$ cat src/rtl/ela_frame_streamer.sv
// ELA frame streamer: reads the reconstructed progressive frame back from
// the result SRAM in raster order and streams it out pixel by pixel.
//
// Ports:
//   clk, rst             clock; asynchronous active-high reset
//   start                level, sampled only in IDLE (deinterlacer done)
//   mem_ren/mem_addr     SRAM read request, address = row*WIDTH + col
//   mem_rdata            SRAM read data, valid the cycle after mem_ren
//   out_valid/out_ready  pixel handshake; out_data is the head pixel
//   out_sol/out_last     head pixel starts a line / ends the frame
//   busy                 high while reading or draining a frame
//   frame_done           one-cycle pulse after the final accept
//   checksum             sum of accepted pixels, held until next start
module ela_frame_streamer #(
  parameter int WIDTH  = 128,
  parameter int HEIGHT = 64,
  parameter int AW     = 13,
  parameter int CSW    = 21
) (
  input  logic           clk,
  input  logic           rst,
  input  logic           start,
  output logic           mem_ren,
  output logic [AW-1:0]  mem_addr,
  input  logic [7:0]     mem_rdata,
  output logic           out_valid,
  input  logic           out_ready,
  output logic [7:0]     out_data,
  output logic           out_sol,
  output logic           out_last,
  output logic           busy,
  output logic           frame_done,
  output logic [CSW-1:0] checksum
);

  localparam int CW = $clog2(WIDTH);
  localparam logic [AW-1:0] LAST = AW'(WIDTH * HEIGHT - 1);

  typedef enum logic [1:0] {IDLE, RUN, DRAIN, DONE} state_t;

  state_t          state_q, state_d;
  logic [AW-1:0]   rd_ptr_q, rd_ptr_d;
  logic [AW-1:0]   out_cnt_q, out_cnt_d;
  logic [1:0]      fifo_cnt_q, fifo_cnt_d;
  logic            inflight_q, inflight_d;
  logic            rd_idx_q, rd_idx_d;
  logic            wr_idx_q, wr_idx_d;
  logic [1:0][7:0] buf_q, buf_d;
  logic [CSW-1:0]  checksum_q, checksum_d;

  logic       push;
  logic       pop;
  logic [2:0] occ;

  assign out_valid = (fifo_cnt_q != 2'd0);
  assign pop       = out_valid && out_ready;
  assign push      = inflight_q;

  // Buffered plus outstanding reads may never exceed the 2 slots,
  // counting the slot freed by a pop in this same cycle.
  assign occ     = {1'b0, fifo_cnt_q} + {2'b00, inflight_q};
  assign mem_ren = (state_q == RUN) && (occ <= 3'd1 + {2'b00, pop});

  assign mem_addr   = rd_ptr_q;
  assign out_data   = out_valid ? buf_q[rd_idx_q] : 8'h00;
  assign out_sol    = out_valid && (out_cnt_q[CW-1:0] == '0);
  assign out_last   = out_valid && (out_cnt_q == LAST);
  assign busy       = (state_q == RUN) || (state_q == DRAIN);
  assign frame_done = (state_q == DONE);
  assign checksum   = checksum_q;

  always_comb begin
    state_d    = state_q;
    rd_ptr_d   = rd_ptr_q;
    out_cnt_d  = out_cnt_q;
    fifo_cnt_d = fifo_cnt_q;
    inflight_d = mem_ren;
    rd_idx_d   = rd_idx_q;
    wr_idx_d   = wr_idx_q;
    buf_d      = buf_q;
    checksum_d = checksum_q;

    if (push) begin
      buf_d[wr_idx_q] = mem_rdata;
      wr_idx_d        = ~wr_idx_q;
    end

    if (pop) begin
      rd_idx_d   = ~rd_idx_q;
      out_cnt_d  = out_cnt_q + AW'(1);
      checksum_d = checksum_q + CSW'(out_data);
    end

    unique case ({push, pop})
      2'b10:   fifo_cnt_d = fifo_cnt_q + 2'd1;
      2'b01:   fifo_cnt_d = fifo_cnt_q - 2'd1;
      default: fifo_cnt_d = fifo_cnt_q;
    endcase

    if (mem_ren) begin
      rd_ptr_d = rd_ptr_q + AW'(1);
    end

    unique case (state_q)
      IDLE: begin
        if (start) begin
          state_d    = RUN;
          rd_ptr_d   = '0;
          out_cnt_d  = '0;
          checksum_d = '0;
          rd_idx_d   = 1'b0;
          wr_idx_d   = 1'b0;
        end
      end
      RUN: begin
        if (mem_ren && (rd_ptr_q == LAST)) begin
          state_d = DRAIN;
        end
      end
      DRAIN: begin
        if (pop && (out_cnt_q == LAST)) begin
          state_d = DONE;
        end
      end
      DONE: begin
        state_d = IDLE;
      end
      default: begin
        state_d = IDLE;
      end
    endcase
  end

  always_ff @(posedge clk or posedge rst) begin
    if (rst) begin
      state_q    <= IDLE;
      rd_ptr_q   <= '0;
      out_cnt_q  <= '0;
      fifo_cnt_q <= 2'd0;
      inflight_q <= 1'b0;
      rd_idx_q   <= 1'b0;
      wr_idx_q   <= 1'b0;
      buf_q      <= '0;
      checksum_q <= '0;
    end else begin
      state_q    <= state_d;
      rd_ptr_q   <= rd_ptr_d;
      out_cnt_q  <= out_cnt_d;
      fifo_cnt_q <= fifo_cnt_d;
      inflight_q <= inflight_d;
      rd_idx_q   <= rd_idx_d;
      wr_idx_q   <= wr_idx_d;
      buf_q      <= buf_d;
      checksum_q <= checksum_d;
    end
  end

endmodule

$ cat config.mk
export PLATFORM = sky130hd
export DESIGN_NAME = ela_frame_streamer
export DESIGN_NICKNAME = d
export VERILOG_FILES = /design/src/rtl/ela_frame_streamer.sv
export SDC_FILE = /design/constraint.sdc
export NUM_CORES = 1
export LEC_CHECK = 0
export ABC_AREA = 1
export BUFFER_PORTS_ARGS = -buffer_cell sky130_fd_sc_hd__buf_2
export CAP_MARGIN = 25
export CORE_MARGIN = 1
export CORE_UTILIZATION = 42
export CTS_BUF_LIST = sky130_fd_sc_hd__clkbuf_16
export CTS_CLUSTER_SIZE = 20
export DETAILED_ROUTE_END_ITERATION = 7
export GPL_TIMING_DRIVEN = 0
export PLACE_DENSITY = 0.72
export SLEW_MARGIN = 20
export SYNTH_ARGS = -nofsm -noshare
export SYNTH_HDL_FRONTEND = slang
export SYNTH_SLANG_ARGS = --single-unit
$ cat constraint.sdc
create_clock -name clk -period 5.5 [get_ports clk]
set_input_delay 0.55 -clock clk [delete_from_list [all_inputs] [get_ports clk]]
set_output_delay 0.55 -clock clk [all_outputs]
set_load 0.01 [all_outputs]
==> impl_metrics.yaml, run 1 <==
synth:
  synthCells: 554
  synth_edf_count: 0
  synth_largest_area_cell: "dfrtp_1"
  ys.flop_type: "dfrtp_1"
  ys_ff_latch: 70
  syn_nets: 590
  yosys.area.top_type_share: 0.410
  postSynth.asyncResetShare: 1.00
  ys_warn_count: 0
  ys_seq_area_frac: 0.410
  ys_types: 41
  synth.area.top_cells: "dfrtp_1, nand2_1, inv_1"
  netlist_area_um2: 4270
  syn-mean-instance-area_um2: 7.71
grt:
  antenna_found_initial: 0
  grt_pass1_vias: 3821
  grt_util_all_layers: 0.212
  grt_pass1_wl_mm: 17.2
  grt_max_degree: 43
  grt-ovfl-total: 0
placed_design:
  placed_area_um2: 4750
  io_buffers: 58
  post-dp-hpwl_mm: 7.35
  place_ws_ps: 2300
  gp_congestion: 0.895
critical_path:
  reg2reg_slack_ps: 2770
  path_depth: 11
  slowest_stage: "fa_1"
  crit_required_ps: 4950
  cp.arrival_ps: 2820
  r2r-start: "rd_idx_q"
  cp_slowest_stage_delay_ps: 520
  crit_buf_inv: 5
  rr_worst_depth: 15
  critPathMaxFanout: 11
  cp_cell_sequence: "nor2_4 > nor2_4 > buf_6 > buf_2 > fa_1 > inv_1 > nand3b_1 > nand2_1 > a21boi_2 > buf_4 > buf_2"
  cpLargestDelayFamily: "buffers and inverters"
  crit_type: "reg2out"
  critPathLaunchType: "register"
  worst_r2r_endpoint: "checksum[12]"
  critPathCaptureType: "primary output"
cts:
  cts_max_path_buffers: 2
  cts_tree: "yes"
  ctsHoldBuffers: 0
  cts_inserted_buffers: 9
  root_buffer: "clkbuf_16"
  clkLatencyLatePin_ps: 340
  cts_setup_buffers: 0
  cts_sinks: 70
  ctsResizeCount: 0
  path_clk_slew_ps: 60
  cts-htree-levels: 3
sta:
  fin_ws_ps: 2130
  timing.hold.ws_ps: 203
  period_needed_ps: 3370
  period_share: 0.612
  fin_skew_ps: 10.4
  grt_setup_unrepaired: "false"
  maxSlewViolCount: 0
  max_freq_mhz: 297
  setup_viol: 0
  hold_viol: 0
  fin_tns_setup_ps: 0
  slew_headroom: 0.629
  tightest_slew_ps: 557
routing:
  vias_per_cell: 5.01
  drt_first_pass_iters: 4
  routed_wl_mm: 10.2
  wire_per_inst_um: 13.4
  ant_nets: 0
  drt_iter0_drc: 144
  vias: 3819
  drc_errors: 0
finish:
  final_cell_mix: "nand2_1, inv_1, dfrtp_1"
  n_antenna_cell: 0
  fin_util: 0.518
  final_common_cell: "nand2_1"
  final_area_um2: 5090
  drive_gt1_frac: 0.178
  syn2layout_area_growth_pct: 19.2
  fillers: 969
  finalNetCount: 660
  seqCellArea_um2: 1750
  multiInputGateArea_um2: 2130
flow_run:
  drv_cap: 0
die:
  coreArea_um2: 9820
  rows: 36
  start_util: 0.435
  die_area_um2: 10600
  die_x_um: 103
  die_h_um: 103
  num_io_pins: 60
status:
  outcome: "complete, no violations"
power:
  p_leak_nw: 2.62
  cellPowerDensity_nw_per_um2: 591
  vdd_drop_max_mv: 0.318
hold_path:
  min_path_type: "in2async"
cell families (layout without fill, tap and decap cells):
logic type / Yosys count / in the layout / share of synthesized area
simple gates: 262 / 262 / 0.276
xor+xnor: 11 / 11 / 0.0226
compound gates: 85 / 85 / 0.106
mux: 8 / 8 / 0.0211
fa+ha+maj: 24 / 24 / 0.0739
buf+inv: 94 / 169 / 0.0906
flops: 70 / 70 / 0.410
state kept, by name, summed over array words and instances (netlist names):
register	count
mem_addr	13
state_q	2
buf_q	16
rd_idx_q	1
out_cnt_q	13
wr_idx_q	1
fifo_cnt_q	2
checksum	21
inflight_q	1
how the worst max path moves through the flow:
stage	endpoint	start	slack [ps]
2_1_floorplan	mem_ren	out_ready	2880
3_3_place_gp	buf_q[13]	rst	2280
3_5_place_dp	mem_ren	out_ready	2300
4_1_cts	mem_ren	fifo_cnt_q[0]	2130
5_1_grt	mem_ren	fifo_cnt_q[0]	1970
6_report	mem_ren	fifo_cnt_q[0]	2130
cell usage after synthesis, drive strengths merged, types with 2 or more instances:
library cell	number
nand2	125
inv	78
nor2	71
dfrtp	70
o21ai	40
nand3	38
a21oi	37
ha	22
buf	11
nor3	11
nand4	10
mux2	8
xor2	8
clkbuf	4
xnor2	3
a21boi	2
fa	2
nand3b	2
nor4	2
o211ai	2
or2	2
area by class of cell:
cell class | count | share of cell area
Multi-Input combinational cell | 390 | 0.419
Tap cell | 133 | 0.0327
Inverter | 79 | 0.0588
Clock buffer | 9 | 0.0443
Buffer | 15 | 0.0177
Clock inverter | 7 | 0.0224
Sequential cell | 70 | 0.344
Timing Repair Buffer | 59 | 0.0610
worst reg2reg max path: stages, from the launching register on:
cell      delay, ps
dfrtp_1         470
clkbuf_1        380
a21oi_1         190
ha_1            280
fa_1            400
nand2_1         120
nand3_1          80
nand2_1          90
inv_1            60
nand2_1          50
nand2_1         100
buf_6           160
nand3_1          70
nand2_1          50
nand2_1          50
nor2_1           40
routing by layer:
layer | GRT usage | vias to the layer above | wire [µm]
met4 | 0.0802 | 0 | 113
li1 | - | 1914 | -
met5 | 0 | - | 0
met1 | 0.257 | 1802 | 4660
met3 | 0.0522 | 9 | 483
met2 | 0.364 | 94 | 4960
power by group:
group          internal (W)  switching, W
clock network      0.000440      0.000228
logic              0.000577      0.000940
registers          0.000682      0.000140
total               0.00170       0.00131
metrics by stage:
stage / total power (W) / cells
after floorplan: 0.00191 / 554
after global placement: 0.00227 / 745
after detailed placement: 0.00233 / 746
after CTS: 0.00302 / 762
after global routing: 0.00326 / 762
final: 0.00301 / 762
(Power assumes the default switching activity.)
==> run 2: changes to the inputs <==
--- a/config.mk
+++ b/config.mk
@@ -5,7 +5,7 @@
 export SDC_FILE = /design/constraint.sdc
 export NUM_CORES = 1
 export LEC_CHECK = 0
-export ABC_AREA = 1
+export ABC_AREA = 0
 export BUFFER_PORTS_ARGS = -buffer_cell sky130_fd_sc_hd__buf_2
 export CAP_MARGIN = 25
 export CORE_MARGIN = 1
@@ -14,7 +14,7 @@
 export CTS_CLUSTER_SIZE = 20
 export DETAILED_ROUTE_END_ITERATION = 7
 export GPL_TIMING_DRIVEN = 0
-export PLACE_DENSITY = 0.72
+export PLACE_DENSITY = 0.73
 export SLEW_MARGIN = 20
 export SYNTH_ARGS = -nofsm -noshare
 export SYNTH_HDL_FRONTEND = slang
==> constraint.sdc (replaced) <==
create_clock -name clk -period 3.2 [get_ports clk]
set_input_delay 0.32 -clock clk [delete_from_list [all_inputs] [get_ports clk]]
set_output_delay 0.32 -clock clk [all_outputs]
set_load 0.01 [all_outputs]
==> run 2 against run 1 <==
Compared with the run above:
- the flow now finishes with violations (design-rule violations)
- setup slack got worse by 2000 ps
- critical path depth decreased by 2
- core utilization increased by 1.2 points
- routed wire length decreased by 18%
- first-iteration DRC count decreased by 29%
- critical path type unchanged
- largest power group unchanged
==> impl_metrics.yaml, run 2 <==
status:
  outcome: "complete, but fails checks"
  failed_checks: "design-rule violations"
grt:
  grt_util_all_layers: 0.188
  antenna_found_initial: 0
  grt-ovfl-total: 0
  grt-busiest-layer: "met2"
  use_met2: 0.307
  grt_pass1_vias: 3078
  use_met3: 0.0344
  grt_pass1_wl_mm: 14.5
  use_met1: 0.241
  grt_max_degree: 44
placed_design:
  place_ws_ps: -45.3
  gp_congestion: 0.829
  io_buffers: 59
  post-dp-hpwl_mm: 6.02
  placed_area_um2: 4320
finish:
  finalNetCount: 488
  final_area_um2: 4670
  n_antenna_cell: 0
  drive_gt1_frac: 0.241
  final_cell_mix: "dfrtp_1, buf_2, nor2_1"
  largest_register_ffs: 21
  syn2layout_area_growth_pct: 20.7
  final_common_cell: "dfrtp_1"
sta:
  max_freq_mhz: 328
  hold_viol: 0
  tightest_slew_ps: 547
  slew_headroom: 0.635
  maxSlewViolCount: 0
  setup_viol: 0
  fin_skew_ps: 8.57
  grt_setup_unrepaired: "false"
  fin_ws_ps: 154
  period_needed_ps: 3050
  period_share: 0.952
hold_path:
  hold_path_end: "buf_q[3]"
  min_path_cells: 2
  min_path_type: "in2reg"
  min-delay-start: "mem_rdata[3]"
cts:
  cts_sinks: 70
  clkLatencyLatePin_ps: 330
  root_buffer: "clkbuf_16"
  cts_tree: "yes"
  cts-htree-levels: 3
  cts_inserted_buffers: 9
  path_clk_slew_ps: 60
  cts_max_path_buffers: 2
synth:
  synth_largest_area_cell: "dfrtp_1"
  synth_edf_count: 0
  ys_types: 45
  ys.flop_type: "dfrtp_1"
  synthTopCellsByCount: "dfrtp_1, nor2_1, nand2_1, xor2_1, ha_1"
  synth.area.top_cells: "dfrtp_1, ha_1, xor2_1"
  yosys.area.top_type_share: 0.453
  synthCells: 379
  ys_warn_count: 0
  ys_seq_area_frac: 0.453
  postSynth.asyncResetShare: 1.00
  ys_ff_latch: 70
  netlist_area_um2: 3860
  syn_nets: 415
  synth.most_common_cell: "dfrtp_1"
  syn-mean-instance-area_um2: 10.2
power:
  cellPowerDensity_nw_per_um2: 1060
  vdd_drop_max_mv: 0.653
  p_leak_nw: 2.25
die:
  start_util: 0.439
  die_area_um2: 9590
  die_h_um: 97.9
  rows: 34
  num_io_pins: 60
  coreArea_um2: 8810
  die_x_um: 97.9
routing:
  drt_iter0_drc: 102
  wire_per_inst_um: 14.8
  drc_errors: 2
  vias_per_cell: 5.40
  drt_first_pass_iters: 6
  vias: 3049
  routed_wl_mm: 8.35
  ant_nets: 0
critical_path:
  slowest_stage: "fa_2"
  rr_worst_depth: 10
  crit_required_ps: 2880
  cp_cell_sequence: "o21ai_4 > inv_2 > buf_2 > fa_2 > or3b_4 > nand2_1 > nand2_1 > inv_1 > buf_2"
  critPathCaptureType: "primary output"
  reg2reg_slack_ps: 300
  critPathMaxFanout: 11
  critPathLaunchType: "register"
  startpoint: "fifo_cnt_q[0]"
  r2r-start: "fifo_cnt_q[1]"
  cp.arrival_ps: 2730
  crit_type: "reg2out"
  cp_slowest_stage_delay_ps: 510
  worst_r2r_endpoint: "checksum[10]"
flow_run:
  drv_cap: 0
[run 2: changes by cell type after synthesis, moves of 18 or more]
cell / before / now
inv_1: 77 / 14
o21ai_0: 37 / 11
nand2_1: 123 / 27
nand3_1: 34 / 16
a21oi_1: 36 / 18
[run 2: repair_timing]
item,4_1_cts,5_1_grt
pin swaps,0,1
hold buffers,1,0
buffers inserted,0,2
resized for setup,4,3
endpoints found under the setup margin,7,9
gates cloned,0,0
endpoints found under the hold margin,27,0
[run 2: cell families after synthesis]
family / share of synthesized area
and+or+nand+nor: 0.168
muxes: 0.0728
adders and majority gates: 0.0816
AOI/OAI and AO/OA: 0.106
buffers and inverters: 0.0301
DFF: 0.453
xor gates and xnor gates: 0.0884
[run 2: where the power goes]
part	leakage [nW]	internal [W]	switching, W
combinational	1.22	0.00109	0.00140
clock	0.143	0.000597	0.000368
sequential	0.886	0.00119	0.000286
total	2.25	0.00288	0.00206
[run 2: layout make-up]
cell class / count / area (µm²)
repair buffers: 63 / 340
plain buffers: 14 / 57.6
multi-input cells: 279 / 2030
clock buffers: 9 / 225
well taps: 108 / 135
inverters: 15 / 58.8
clock inverters: 7 / 65.1
fillers: 786 / 4140
flip-flops and latches: 70 / 1750
[run 2: worst max-delay path by stage]
stage	end	slack (ps)	cells after the start
4_1_cts	checksum[12]	3	10
3_5_place_dp	checksum[16]	-50	10
2_1_floorplan	checksum[18]	390	10
3_3_place_gp	checksum[8]	-90	10
6_report	mem_ren	150	9
5_1_grt	mem_ren	30	9
[run 2: worst max-delay path, delay by kind of cell, from the launching register on]
family	cells	cell delay, ps
compound gates	1	210
fa+ha+maj	1	510
buf+inv	4	520
flops	1	480
simple gates	3	680
[run 2: per-layer routing]
| layer | wire length (µm) | vias up | part of all wire |
|---|---|---|---|
| met2 | 4100 | 67 | 0.49 |
| met1 | 3750 | 1492 | 0.45 |
| met4 | 116 | 0 | 0.014 |
| met5 | 0 | - | 0 |
| li1 | - | 1479 | - |
| met3 | 382 | 11 | 0.046 |
[run 2: metrics by stage]
step | utilization | cells | TNS, ps | power (W) | hold WS (ps)
floorplan | - | 379 | 0 | 0.00321 | 472
global placement | 0.488 | 546 | -524 | 0.00376 | 489
detailed placement | 0.490 | 547 | -210 | 0.00385 | 336
CTS | 0.527 | 564 | 0 | 0.00491 | 230
global route | 0.530 | 565 | 0 | 0.00531 | 235
finish | 0.530 | 565 | 0 | 0.00493 | 235
